## src/rtl/mem_bus_ctrl.sv

```systemverilog
// External memory bus controller: sequences ALE/nME/nOE/RnW/ENB for single
// read/write accesses on a multiplexed address/data bus, with programmable
// wait states, nWait stretching and a timeout that ends the access with RspErr.
module mem_bus_ctrl #(
  parameter int unsigned DATA_W  = 16,
  parameter int unsigned WS_W    = 4,
  parameter int unsigned TO_W    = 8,
  parameter int unsigned TIMEOUT = 255
) (
  input  logic              Clock,
  input  logic              nReset,
  input  logic              ReqValid,
  input  logic              ReqWrite,
  input  logic [DATA_W-1:0] ReqAddr,
  input  logic [DATA_W-1:0] ReqWData,
  input  logic [WS_W-1:0]   WaitCfg,
  output logic              ReqReady,
  output logic              RspValid,
  output logic [DATA_W-1:0] RspData,
  output logic              RspErr,
  output logic [DATA_W-1:0] Data_out,
  input  logic [DATA_W-1:0] Data_in,
  output logic              ALE,
  output logic              nME,
  output logic              nOE,
  output logic              RnW,
  output logic              ENB,
  input  logic              nWait,
  output logic              Busy
);

  localparam bit              TimeoutEn = (TIMEOUT != 0);
  // Last stretch cycle before abort; unused when the timeout is disabled.
  localparam logic [TO_W-1:0] ToLast    = TO_W'(TIMEOUT - 1);

  typedef enum logic [1:0] {StIdle, StAddr, StAccess, StEnd} state_e;

  state_e            state_q, state_d;
  logic              write_q, write_d;
  logic [DATA_W-1:0] addr_q, addr_d;
  logic [DATA_W-1:0] wdata_q, wdata_d;
  logic [DATA_W-1:0] rdata_q, rdata_d;
  logic [WS_W-1:0]   wcnt_q, wcnt_d;
  logic [TO_W-1:0]   tocnt_q, tocnt_d;
  logic              err_q, err_d;

  // Next-state logic: request capture, wait-state countdown, stretch/timeout.
  always_comb begin
    state_d = state_q;
    write_d = write_q;
    addr_d  = addr_q;
    wdata_d = wdata_q;
    rdata_d = rdata_q;
    wcnt_d  = wcnt_q;
    tocnt_d = tocnt_q;
    err_d   = err_q;
    unique case (state_q)
      StIdle: begin
        if (ReqValid) begin
          write_d = ReqWrite;
          addr_d  = ReqAddr;
          wdata_d = ReqWData;
          wcnt_d  = WaitCfg;
          tocnt_d = '0;
          err_d   = 1'b0;
          state_d = StAddr;
        end
      end
      StAddr: state_d = StAccess;
      StAccess: begin
        if (wcnt_q != '0) begin
          // Programmed wait states run unconditionally; nWait is not looked at.
          wcnt_d = wcnt_q - WS_W'(1);
        end else if (nWait) begin
          if (!write_q) rdata_d = Data_in;
          err_d   = 1'b0;
          state_d = StEnd;
        end else begin
          if (tocnt_q != '1) tocnt_d = tocnt_q + TO_W'(1);
          if (TimeoutEn && (tocnt_q == ToLast)) begin
            err_d   = 1'b1;
            state_d = StEnd;
          end
        end
      end
      StEnd:   state_d = StIdle;
      default: state_d = StIdle;
    endcase
  end

  // State and datapath registers with synchronous active-low reset.
  always_ff @(posedge Clock) begin
    if (!nReset) begin
      state_q <= StIdle;
      write_q <= 1'b0;
      addr_q  <= '0;
      wdata_q <= '0;
      rdata_q <= '0;
      wcnt_q  <= '0;
      tocnt_q <= '0;
      err_q   <= 1'b0;
    end else begin
      state_q <= state_d;
      write_q <= write_d;
      addr_q  <= addr_d;
      wdata_q <= wdata_d;
      rdata_q <= rdata_d;
      wcnt_q  <= wcnt_d;
      tocnt_q <= tocnt_d;
      err_q   <= err_d;
    end
  end

  // Moore output decode from registered state only.
  always_comb begin
    ReqReady = 1'b0;
    Busy     = 1'b1;
    ALE      = 1'b0;
    nME      = 1'b1;
    nOE      = 1'b1;
    RnW      = 1'b1;
    ENB      = 1'b0;
    Data_out = '0;
    RspValid = 1'b0;
    RspErr   = 1'b0;
    unique case (state_q)
      StIdle: begin
        ReqReady = 1'b1;
        Busy     = 1'b0;
      end
      StAddr: begin
        ALE      = 1'b1;
        ENB      = 1'b1;
        Data_out = addr_q;
      end
      StAccess: begin
        nME = 1'b0;
        if (write_q) begin
          RnW      = 1'b0;
          ENB      = 1'b1;
          Data_out = wdata_q;
        end else begin
          nOE = 1'b0;
        end
      end
      StEnd: begin
        RspValid = 1'b1;
        RspErr   = err_q;
        // Writes keep driving the data one extra cycle for hold time.
        if (write_q) begin
          ENB      = 1'b1;
          Data_out = wdata_q;
        end
      end
      default: begin
        ReqReady = 1'b0;
      end
    endcase
  end

  assign RspData = rdata_q;

endmodule
```

## config.mk

```make
export PLATFORM = sky130hd
export DESIGN_NAME = mem_bus_ctrl
export DESIGN_NICKNAME = d
export VERILOG_FILES = /design/src/rtl/mem_bus_ctrl.sv
export SDC_FILE = /design/constraint.sdc
export NUM_CORES = 1
export LEC_CHECK = 0
export CORE_AREA = 8 8 86 88
export CTS_CLUSTER_DIAMETER = 80
export DETAILED_ROUTE_END_ITERATION = 10
export DIE_AREA = 0 0 94 96
export PLACE_DENSITY = 0.83
export SETUP_SLACK_MARGIN = 0.5
export SLEW_MARGIN = 0
export SYNTH_ARGS = -nofsm -noshare
export SYNTH_HDL_FRONTEND = slang
export SYNTH_SLANG_ARGS = --single-unit
```

## constraint.sdc

```tcl
create_clock -name Clock -period 3.9 [get_ports Clock]
set_input_delay 0.975 -clock Clock [delete_from_list [all_inputs] [get_ports Clock]]
set_output_delay 0.975 -clock Clock [all_outputs]
set_load 0.01 [all_outputs]
```

==> results of run 1 <==
## worst register-to-register path: cells and delay by family (launching register included)
family / cells / cell delay, ps
adder cells (fa/ha/maj): 1 / 750
flip-flops: 1 / 330
multiplexers: 1 / 240
buffers and inverters: 1 / 120
AO/OA/AOI/OAI: 3 / 810
## power breakdown
part | internal (W) | switching, W | leakage (nW)
Combinational | 0.000377 | 0.000509 | 0.840
Sequential | 0.000764 | 0.0000682 | 0.522
Clock | 0.000303 | 0.000231 | 0.0884
## cells in the final DEF, fill, tap and decap left out, types with 3 or more instances in the layout
cell type	n
sky130_fd_sc_hd__a22oi_1	16
sky130_fd_sc_hd__ha_1	6
sky130_fd_sc_hd__nor2b_1	3
sky130_fd_sc_hd__nand2_1	110
sky130_fd_sc_hd__o311ai_0	4
sky130_fd_sc_hd__nor2_1	24
sky130_fd_sc_hd__a21oi_1	45
sky130_fd_sc_hd__clkdlybuf4s50_1	97
sky130_fd_sc_hd__nand3_1	3
sky130_fd_sc_hd__inv_1	9
sky130_fd_sc_hd__clkbuf_8	10
sky130_fd_sc_hd__o22ai_1	3
sky130_fd_sc_hd__buf_4	6
sky130_fd_sc_hd__and2_1	4
sky130_fd_sc_hd__a21boi_0	10
sky130_fd_sc_hd__dfxtp_1	64
sky130_fd_sc_hd__o21ai_0	7
sky130_fd_sc_hd__o31ai_1	3
sky130_fd_sc_hd__mux2i_1	4
## worst paths after layout
| kind | end |
|---|---|
| hold reg to reg | wdata_q[8]$_SDFFE_PN0P_ |
| hold / removal | wdata_q[8]$_SDFFE_PN0P_ |
| setup reg to reg | tocnt_q[3]$_SDFFE_PN0P_ |
| setup / recovery | Data_out[12] |
## sequential cells by signal (all words and copies together) (netlist names)
signal,flops
wcnt_q,4
write_q,1
state_q,2
wdata_q,16
tocnt_q,8
RspData,16
addr_q,16
err_q,1
## metrics by stage
stage | instances | hold WS (ps) | cell area [µm²]
global placement | 525 | 441 | 3880
floorplan | 370 | 430 | 2860
detailed placement | 525 | 447 | 3880
global route | 538 | 477 | 4060
finish | 538 | 453 | 4060
CTS | 538 | 456 | 4050
## per-layer routing
| layer | global-route usage | vias up | wire (µm) |
|---|---|---|---|
| li1 | - | 1433 | - |
| met5 | 0 | - | 0 |
| met4 | 0.0806 | 0 | 145 |
| met2 | 0.288 | 92 | 3790 |
| met3 | 0.0702 | 16 | 604 |
| met1 | 0.230 | 1339 | 3560 |
## layout make-up
cell class | count | area (µm²) | area share
Tap cell | 77 | 96.3 | 0.0238
Clock buffer | 12 | 145 | 0.0358
Multi-Input combinational cell | 271 | 1450 | 0.357
Clock inverter | 1 | 30.0 | 0.00741
Inverter | 10 | 37.5 | 0.00926
Sequential cell | 64 | 1280 | 0.316
Timing Repair Buffer | 103 | 1020 | 0.251
## cells by family (layout without fill, tap and decap cells)
| logic type | after synthesis | after routing |
|---|---|---|
| XOR/XNOR | 1 | 1 |
| AND/OR/NAND/NOR | 160 | 160 |
| multiplexers | 4 | 4 |
| flip-flops | 64 | 64 |
| adder cells (fa/ha/maj) | 7 | 7 |
| buffers and inverters | 35 | 126 |
| AO/OA/AOI/OAI | 99 | 99 |
==> qor.tcl, run 1 <==
set qor(floorplan.die.height_um) 96
set qor(final-max-slew-violation-count) 0
set qor(area_growth_pct) 41.7
set qor(wl_per_cell_um) 15.1
set qor(status) {finished clean}
set qor(timing.rr.start) {state_q[0]$_SDFFE_PN0P_}
set qor(cts_resized) 0
set qor(fillCellCount) 531
set qor(ys_seq_elements) 64
set qor(post-route-period-util) 0.830
set qor(die-area_um2) 9020
set qor(cts.clk_slew.worst_paths_ps) 70
set qor(whs_path_depth) 2
set qor(cts.repair_timing.setup_buffer_count) 0
set qor(worst-endpoint-arrival_ps) 2260
set qor(syn_nets) 434
set qor(synth.yosys.warnings) 0
set qor(route.vias.total) 2880
set qor(synth.top_cells.by_area) {sky130_fd_sc_hd__dfxtp_1 45%, sky130_fd_sc_hd__nand2_1 14%, sky130_fd_sc_hd__a21oi_1 7.9%, sky130_fd_sc_hd__a22oi_1 4.2%, sky130_fd_sc_hd__nor2_1 3.1%}
set qor(hold_viol) 0
set qor(async_flop_share) 0
set qor(mux_share_of_post_synthesis_cell_area) 0.0140
set qor(tns_ps) 0
set qor(clock-sinks) 64
set qor(hold_fix_buffer_count_after_cts) 0
set qor(post_synth_xor_area_fraction) 0.00306
set qor(fin_worst_skew_ps) 9.26
set qor(fp.dieW_um) 94
set qor(final.min_clock_period_ps) 3240
set qor(synthTopCellsByCount) {110 x sky130_fd_sc_hd__nand2_1, 64 x sky130_fd_sc_hd__dfxtp_1, 45 x sky130_fd_sc_hd__a21oi_1}
set qor(htree_levels) 3
set qor(pre_cts_slack_ps) 987
set qor(drive_gt1_frac) 0.0564
set qor(power_density_nw_per_um2) 555
set qor(hpwlAfterDp_um) 5910
set qor(synthFlopType) {sky130_fd_sc_hd__dfxtp_1}
set qor(core_area_um2) 6100
set qor(drt_iter0_drc) 116
set qor(critical_path.cell_chain) {inv_1 -> ha_1 -> o21a_1 -> buf_4 -> a22oi_1 -> nor2_1 -> clkdlybuf4s50_1}
set qor(diodes) 0
set qor(crit_path_start) {state_q[0]$_SDFFE_PN0P_}
set qor(power.static_leakage_nw) 1.45
set qor(synthesis.area_um2) 2860
set qor(ant_nets) 0
set qor(path_depth) 7
set qor(timing.critical_path.max_delay_family) {buffers and inverters}
set qor(synth.avg_cell_area_um2) 7.73
set qor(synth_enable_flop_cells) 0
set qor(route.final.wire_length_um) 8100
set qor(core.rowCount) 29
set qor(worstSetupEndpointType) {output pin}
set qor(pin_count) 98
set qor(synth.top_cell.area_share) 0.448
set qor(clk_latency_ps) 340
set qor(worst_ir_drop_vdd_v) 0.000318
set qor(vias_per_cell) 5.35
set qor(path_class) {flop to output pin}
set qor(drc) 0
set qor(track_usage) 0.187
set qor(design_power_total_w) 0.00225
set qor(yosysTopAreaCell) {sky130_fd_sc_hd__dfxtp_1}
set qor(grt_pass1_wl_um) 13500
set qor(worstHoldPathType) {flop to flop}
set qor(drt_first_pass_iters) 4
set qor(synth_most_common_cell) {sky130_fd_sc_hd__nand2_1}
set qor(unrepaired_setup_endpoints_after_global_routing) {false}
set qor(place.gp.congestion) 0.818
set qor(crit_required_ps) 2920
set qor(initial_utilization) 0.469
set qor(max_cap_viol_count) 0
set qor(timing.critical_path.slowest_cell_delay_ps) 540
set qor(grt_pass1_vias) 2862
set qor(worst_slew_pin_slew_ps) 1030
set qor(dominant_combinational_cell_family_by_area_after_synthesis) {simple AND/OR/NAND/NOR gates}
set qor(grt_overflow) 0
set qor(crit_path_top_delay_cell) {sky130_fd_sc_hd__clkdlybuf4s50_1}
set qor(cts-root-to-sink-buffers) 2
set qor(source_of_the_worst_hold_timing_path) {wdata_q[8]$_SDFFE_PN0P_}
set qor(cts_root_buffer) {sky130_fd_sc_hd__clkbuf_8}
set qor(reg2reg_depth) 6
set qor(cts_tree) {done}
set qor(crit_fanout) 11
set qor(setup-violations-final) 0
set qor(synth-seq-area-share) 0.448
set qor(number_of_antenna_violations_at_the_first_check_in_global_routing) 0
set qor(netlist-cell-type-count) 39
set qor(worst_slew_margin_relative_to_its_limit) 0.312
set qor(grt_max_degree) 34
set qor(cts_buffers) 9
set qor(post_synth_fa_ha_maj_area_fraction) 0.0306
set qor(layout.core_utilization) 0.665
set qor(regToRegSetupSlack_ps) 1510
set qor(max_freq_ghz) 0.309
set qor(synth_compound_gate_area_share) 0.220
set qor(synth-simple-area-share) 0.237
set qor(layout.nets) 523
set qor(worstPathBufferInverterCount) 3
set qor(timing.final.ws_setup_ps) 663
set qor(synth_cells) 370
set qor(critPathLaunchType) {flop}
set qor(port_buffers) 97
(Power assumes the default switching activity.)
==> run 2: changes to the inputs <==
--- a/config.mk
+++ b/config.mk
@@ -5,11 +5,11 @@
 export SDC_FILE = /design/constraint.sdc
 export NUM_CORES = 1
 export LEC_CHECK = 0
-export CORE_AREA = 8 8 86 88
+export CORE_AREA = 8 8 89 91
 export CTS_CLUSTER_DIAMETER = 80
 export DETAILED_ROUTE_END_ITERATION = 10
-export DIE_AREA = 0 0 94 96
-export PLACE_DENSITY = 0.83
+export DIE_AREA = 0 0 97 99
+export PLACE_DENSITY = 0.78
 export SETUP_SLACK_MARGIN = 0.5
 export SLEW_MARGIN = 0
 export SYNTH_ARGS = -nofsm -noshare
==> constraint.sdc (replaced) <==
create_clock -name Clock -period 3.24 [get_ports Clock]
set_input_delay 0.81 -clock Clock [delete_from_list [all_inputs] [get_ports Clock]]
set_output_delay 0.81 -clock Clock [all_outputs]
set_load 0.01 [all_outputs]
==> run 2 against run 1 <==
  * Critical path depth down 1
  * Via count down 1.1%
  * First-iteration DRC count down 3.4%
  * Sequential share of layout area down 0.29 points
==> qor.tcl, run 2 (synthesized netlist as in run 1, its figures left out) <==
set qor(power.static_leakage_nw) 1.54 ;# +5.9%
set qor(tns_ps) 0 ;# unchanged
set qor(floorplan.die.height_um) 99 ;# +3.1%
set qor(reg2reg_depth) 7 ;# +1
set qor(max_freq_ghz) 0.374
set qor(dpl_cell_area_um2) 3880 ;# about the same
set qor(fin_area_um2) 4100 ;# +1.0%
set qor(diodes) 0 ;# unchanged
set qor(crit_required_ps) 2430 ;# -490 ps
set qor(die-area_um2) 9600 ;# +6.4%
set qor(power_density_nw_per_um2) 681 ;# +23%
set qor(regToRegSetupSlack_ps) 1160 ;# -350 ps
set qor(cts_tree) {done}
set qor(fp.dieW_um) 97 ;# +3.2%
set qor(mostFrequentLayoutCell) {sky130_fd_sc_hd__nand2_1}
set qor(drt_first_pass_iters) 4 ;# unchanged
set qor(status) {finished clean}
set qor(vias_per_cell) 5.24 ;# -2.2%
set qor(layout_common_cells) {110 x sky130_fd_sc_hd__nand2_1, 79 x sky130_fd_sc_hd__clkdlybuf4s50_1, 63 x sky130_fd_sc_hd__dfxtp_1, 45 x sky130_fd_sc_hd__a21oi_1, 24 x sky130_fd_sc_hd__nor2_1}
set qor(worstSetupEndpointType) {output pin}
set qor(core_area_um2) 6570 ;# +7.8%
set qor(layout.nets) 524 ;# +0.19%
set qor(final-max-slew-violation-count) 0 ;# unchanged
set qor(cts.repair_timing.setup_buffer_count) 0 ;# unchanged
set qor(drt_iter0_drc) 112 ;# -3.4%
set qor(worst_hold_slack_ps) 455 ;# +1.80 ps
set qor(grt_overflow) 0 ;# unchanged
set qor(route.final.wire_length_um) 8490 ;# +4.8%
set qor(unrepaired_setup_endpoints_after_global_routing) {false}
set qor(area_growth_pct) 43.2
set qor(pin_count) 98 ;# unchanged
set qor(crit_fanout) 8 ;# -3
set qor(groute.layer.met2.usage) 0.295 ;# +0.00716
set qor(whs_path_depth) 2 ;# unchanged
set qor(drc) 0 ;# unchanged
set qor(grt_max_degree) 38 ;# +12%
set qor(route.vias.total) 2849 ;# -1.1%
set qor(post-route-period-util) 0.826
set qor(cts_root_buffer) {sky130_fd_sc_hd__clkbuf_8}
set qor(cts-root-to-sink-buffers) 2 ;# unchanged
set qor(path_class) {flop to output pin}
set qor(grt_pass1_vias) 2951 ;# +3.1%
set qor(critPathLaunchType) {flop}
set qor(number_of_antenna_violations_at_the_first_check_in_global_routing) 0 ;# unchanged
set qor(place.gp.congestion) 0.820 ;# +0.23%
set qor(timing.rr.end) {tocnt_q[3]$_SDFFE_PN0P_}
set qor(setup-violations-final) 0 ;# unchanged
set qor(hold_viol) 0 ;# unchanged
set qor(timing.rr.start) {state_q[0]$_SDFFE_PN0P_}
set qor(final.min_clock_period_ps) 2680
set qor(drive_gt1_frac) 0.0754 ;# +0.0190
set qor(hpwlAfterDp_um) 5930 ;# +0.22%
set qor(grt_most_used_layer) {met2}
set qor(layout.core_utilization) 0.624 ;# -0.0416
set qor(core.rowCount) 30 ;# +3.4%
set qor(max_cap_viol_count) 0 ;# unchanged
set qor(use_met1) 0.200 ;# -0.0301
set qor(htree_levels) 3 ;# unchanged
set qor(port_buffers) 97 ;# unchanged
set qor(worst_ir_drop_vdd_v) 0.000395 ;# +24%
set qor(clk_latency_ps) 340 ;# about the same
set qor(grt_util_met3) 0.0728 ;# +0.00258
set qor(grt_pass1_wl_um) 14200 ;# +5.0%
set qor(clock-sinks) 64 ;# unchanged
set qor(cts.clk_slew.worst_paths_ps) 70 ;# about the same
set qor(ant_nets) 0 ;# unchanged
set qor(holdPathEnd) {RspData[11]$_SDFFE_PN0P_}
set qor(initial_utilization) 0.436 ;# -0.0338
set qor(cts_buffers) 9 ;# unchanged
set qor(wl_per_cell_um) 15.6 ;# +3.7%
set qor(track_usage) 0.178 ;# -0.00938
set qor(fin_worst_skew_ps) 3.91 ;# -5.35 ps
set qor(worst_slew_margin_relative_to_its_limit) 0.596 ;# +0.283
set qor(source_of_the_worst_hold_timing_path) {RspData[11]$_SDFFE_PN0P_}
set qor(worst-endpoint-arrival_ps) 1870 ;# -390 ps
set qor(worst_slew_pin_slew_ps) 605 ;# -421 ps
set qor(worstHoldPathType) {flop to flop}
run 2: cell count changes in the layout (fill, tap and decap cells not counted), moves of 2 or more:
cell                              delta
sky130_fd_sc_hd__dlygate4sd2_1      +18
sky130_fd_sc_hd__ha_1                -2
sky130_fd_sc_hd__ha_4                +2
sky130_fd_sc_hd__clkinv_2            +2
sky130_fd_sc_hd__clkdlybuf4s50_1    -18
run 2: metal layers:
metal	vias to the layer above	wire (µm)
li1	1441	-
met4	0	140
met1	1299	3580
met3	13	621
met2	96	4150
met5	-	0
run 2: area by class of cell:
type | count | area, µm²
Fill cell | 615 | 2470
Inverter | 10 | 38.8
Timing Repair Buffer | 103 | 997
Clock buffer | 12 | 145
Clock inverter | 3 | 42.5
Tap cell | 80 | 100
Multi-Input combinational cell | 272 | 1490
Sequential cell | 64 | 1280
run 2: where the power goes:
group | internal [W] | switching [W] | total, W | leakage [nW]
Sequential | 0.000921 | 0.0000924 | 0.00101 | 0.522
Combinational | 0.000479 | 0.000631 | 0.00111 | 0.921
Clock | 0.000371 | 0.000296 | 0.000668 | 0.0925
run 2: how the worst max path moves through the flow:
stage                                  from           end  slack (ps)  cells past startpoint
global route        state_q[1]$_SDFFE_PN0P_  Data_out[10]         460                      5
global placement    state_q[0]$_SDFFE_PN0P_  Data_out[13]         410                      6
floorplan           state_q[0]$_SDFFE_PN0P_  Data_out[10]         930                      7
detailed placement  state_q[0]$_SDFFE_PN0P_  Data_out[13]         370                      6
finish              state_q[0]$_SDFFE_PN0P_  Data_out[11]         560                      6
CTS                 state_q[1]$_SDFFE_PN0P_      ReqReady         440                      3
run 2: critical path, stage by stage (launching register included):
cell and delay (ps):
sky130_fd_sc_hd__dfxtp_2 390, sky130_fd_sc_hd__inv_2 90, sky130_fd_sc_hd__ha_2 230, sky130_fd_sc_hd__o21a_4 260, sky130_fd_sc_hd__a22oi_1 170, sky130_fd_sc_hd__nor2_1 90
sky130_fd_sc_hd__dlygate4sd2_1 300
run 2: metrics by stage:
step | cells | total power, W | worst slack, ps
after floorplan | 370 | 0.00169 | 935
after global placement | 528 | 0.00207 | 412
after detailed placement | 528 | 0.00209 | 368
after CTS | 543 | 0.00278 | 443
after global routing | 544 | 0.00300 | 465
final | 544 | 0.00279 | 563
run 2: what timing repair did:
action | CTS | global route
hold buffers | 0 | 0
pin swaps | 1 | 1
endpoints found under the setup margin | 21 | 18
resized for setup | 25 | 4
gates cloned | 0 | 1
==> run 3: changes to the inputs <==
==> constraint.sdc (replaced) <==
create_clock -name Clock -period 2.6 [get_ports Clock]
set_input_delay 0.65 -clock Clock [delete_from_list [all_inputs] [get_ports Clock]]
set_output_delay 0.65 -clock Clock [all_outputs]
set_load 0.01 [all_outputs]
==> run 3 against run 2 <==
  * Cell count grew 2.4%
  * Clock-buffer cell count grew 1
  * Die area is the same
  * Power grew 30%
  * Clock power grew 10%
  * Combinational power grew 44%
  * Final area grew 3.9%
  * Clock skew grew 1.5 ps
  * Sequential power grew 28%
  * Routed wire length is essentially flat
==> qor.tcl, run 3 (synthesized netlist as in run 1, its figures left out) <==
set qor(status) {finished clean}
set qor(final-max-slew-violation-count) 0 ;# unchanged
set qor(route.final.wire_length_um) 8490 ;# about the same
set qor(source_of_the_worst_hold_timing_path) {RspData[3]$_SDFFE_PN0P_}
set qor(fin_worst_skew_ps) 5.45 ;# +1.54 ps
set qor(worstSetupEndpointType) {output pin}
set qor(cts.clk_slew.worst_paths_ps) 70 ;# about the same
set qor(critPathLaunchType) {flop}
set qor(cts_tree) {done}
set qor(crit_fanout) 8 ;# unchanged
set qor(cts_root_buffer) {sky130_fd_sc_hd__clkbuf_8}
set qor(grt_overflow) 0 ;# unchanged
set qor(floorplan.die.height_um) 99 ;# unchanged
set qor(post-route-period-util) 0.856
set qor(timing.critical_path.slowest_cell_delay_ps) 390 ;# about the same
set qor(whs_path_depth) 2 ;# unchanged
set qor(grt_util_met3) 0.0532 ;# -0.0196
set qor(timing.rr.start) {state_q[0]$_SDFFE_PN0P_}
set qor(hold_viol) 0 ;# unchanged
set qor(ant_nets) 0 ;# unchanged
set qor(place.gp.congestion) 0.802 ;# -2.2%
set qor(clock-sinks) 64 ;# unchanged
set qor(cts_buffers) 9 ;# unchanged
set qor(groute.layer.met2.usage) 0.289 ;# -0.00573
set qor(worst_slew_margin_relative_to_its_limit) 0.635 ;# +0.0390
set qor(timing.final.ws_setup_ps) 374 ;# -189 ps
set qor(worstPathBufferInverterCount) 2 ;# unchanged
set qor(holdPathEnd) {RspData[3]$_SDFFE_PN0P_}
set qor(die-area_um2) 9600 ;# unchanged
set qor(core_area_um2) 6570 ;# unchanged
set qor(grt_max_degree) 34 ;# -11%
set qor(path_depth) 6 ;# unchanged
set qor(vias_per_cell) 5.15 ;# -1.7%
set qor(core.rowCount) 30 ;# unchanged
set qor(hold_fix_buffer_count_after_cts) 0 ;# unchanged
set qor(worst_slew_pin_slew_ps) 548 ;# -57.0 ps
set qor(clk_latency_ps) 330 ;# about the same
set qor(layout.nets) 536 ;# +2.3%
set qor(drc) 0 ;# unchanged
set qor(port_buffers) 97 ;# unchanged
set qor(use_met1) 0.203 ;# +0.00281
set qor(max_cap_viol_count) 0 ;# unchanged
set qor(regToRegSetupSlack_ps) 660 ;# -500 ps
set qor(reg2reg_depth) 8 ;# +1
set qor(worst-endpoint-arrival_ps) 1580 ;# -290 ps
set qor(initial_utilization) 0.436 ;# unchanged
set qor(crit_required_ps) 1950 ;# -480 ps
set qor(max_freq_ghz) 0.449
set qor(grt_pass1_wl_um) 14100 ;# -0.82%
set qor(drt_first_pass_iters) 4 ;# unchanged
set qor(crit_path_top_delay_cell) {sky130_fd_sc_hd__dfxtp_4}
set qor(timing.critical_path.max_delay_family) {compound AO/OA/AOI/OAI gates}
set qor(final.min_clock_period_ps) 2230
set qor(setup-violations-final) 0 ;# unchanged
set qor(track_usage) 0.176 ;# -0.00194
set qor(hpwlAfterDp_um) 5900 ;# -0.51%
set qor(grt_pass1_vias) 2859 ;# -3.1%
set qor(critical_path.cell_chain) {inv_6 -> ha_4 -> o21a_4 -> a22oi_2 -> nor2_1 -> buf_2}
set qor(worst_ir_drop_vdd_v) 0.000445 ;# +13%
set qor(htree_levels) 3 ;# unchanged
set qor(drive_gt1_frac) 0.182 ;# +0.107
set qor(dpl_cell_area_um2) 3940 ;# +1.5%
set qor(fin_area_um2) 4260 ;# +3.9%
set qor(path_class) {flop to output pin}
set qor(wl_per_cell_um) 15.2 ;# -2.4%
set qor(diodes) 0 ;# unchanged
set qor(fp.dieW_um) 97 ;# unchanged
set qor(drt_iter0_drc) 137 ;# +22%
set qor(pin_count) 98 ;# unchanged
set qor(mostFrequentLayoutCell) {sky130_fd_sc_hd__nand2_1}
set qor(power_density_nw_per_um2) 853 ;# +25%
set qor(grt_most_used_layer) {met2}
set qor(area_growth_pct) 48.7
set qor(timing.rr.end) {tocnt_q[4]$_SDFFE_PN0P_}
set qor(pre_cts_slack_ps) -36.4 ;# -404 ps
set qor(unrepaired_setup_endpoints_after_global_routing) {true}
set qor(route.vias.total) 2868 ;# +0.67%
set qor(layout_common_cells) {110 x sky130_fd_sc_hd__nand2_1, 72 x sky130_fd_sc_hd__clkdlybuf4s50_1, 62 x sky130_fd_sc_hd__dfxtp_1, 45 x sky130_fd_sc_hd__a21oi_1, 24 x sky130_fd_sc_hd__nor2_1}
set qor(number_of_antenna_violations_at_the_first_check_in_global_routing) 0 ;# unchanged
set qor(worstHoldPathType) {flop to flop}
set qor(power.static_leakage_nw) 1.58 ;# +3.0%
set qor(cts-root-to-sink-buffers) 2 ;# unchanged
==> run 3: cell count changes in the layout (fill, tap and decap cells not counted), moves of 2 or more <==
cell / previous run / this run
sky130_fd_sc_hd__ha_4: 2 / 4
sky130_fd_sc_hd__a22oi_2: 0 / 16
sky130_fd_sc_hd__clkdlybuf4s50_1: 79 / 72
sky130_fd_sc_hd__a22oi_1: 16 / 0
sky130_fd_sc_hd__buf_4: 5 / 13
sky130_fd_sc_hd__dlygate4sd2_1: 18 / 6
sky130_fd_sc_hd__dfxtp_4: 0 / 2
sky130_fd_sc_hd__buf_2: 0 / 18
sky130_fd_sc_hd__buf_6: 1 / 3
==> run 3: tightest hold or removal path, cell delays in order (launching register included) <==
cell and delay, ps:
sky130_fd_sc_hd__dfxtp_1 310, sky130_fd_sc_hd__nand2_1 50, sky130_fd_sc_hd__a21oi_1 50
==> run 3: how the worst max path moves through the flow <==
stage	slack [ps]	startpoint	end
2_1_floorplan	530	state_q[1]$_SDFFE_PN0P_	Data_out[10]
3_3_place_gp	-30	state_q[0]$_SDFFE_PN0P_	Data_out[13]
3_5_place_dp	-40	state_q[1]$_SDFFE_PN0P_	Data_out[13]
4_1_cts	350	state_q[0]$_SDFFE_PN0P_	Data_out[9]
5_1_grt	310	state_q[0]$_SDFFE_PN0P_	Data_out[1]
6_report	370	state_q[0]$_SDFFE_PN0P_	Data_out[1]
==> run 3: final cells by class <==
class                      count  area (µm²)
clock inverter                 3        17.5
multi-input combinational    272        1620
tap                           80         100
timing repair buffer         115        1040
clock buffer                  13         149
fill                         575        2310
sequential                    64        1290
inverter                      10        42.5
==> run 3: timing repair <==
action,4_1_cts,5_1_grt
pin swaps,10,11
gates resized for setup,117,8
setup endpoints to repair,28,23
cloned,1,0
setup buffers,2,2
==> run 3: power breakdown <==
part / total, W / internal, W / leakage [nW] / switching (W)
Combinational: 0.00160 / 0.000734 / 0.975 / 0.000865
Clock: 0.000736 / 0.000370 / 0.0834 / 0.000366
Sequential: 0.00129 / 0.00116 / 0.523 / 0.000136
==> run 3: layer usage <==
layer | vias up | part of all wire | wire length [µm]
met3 | 14 | 0.056 | 479
met5 | - | 0 | 0
met1 | 1323 | 0.43 | 3690
met2 | 68 | 0.49 | 4160
met4 | 0 | 0.019 | 165
li1 | 1463 | - | -
==> run 3: per-stage QoR <==
step | instances | util | hold slack [ps] | setup TNS, ps | total power [W]
after floorplan | 370 | - | 430 | 0 | 0.00211
after global placement | 536 | 0.600 | 441 | -31.9 | 0.00265
after detailed placement | 536 | 0.600 | 446 | -78.0 | 0.00267
after CTS | 555 | 0.641 | 455 | 0 | 0.00358
after global routing | 557 | 0.648 | 486 | 0 | 0.00387
final | 557 | 0.648 | 453 | 0 | 0.00363
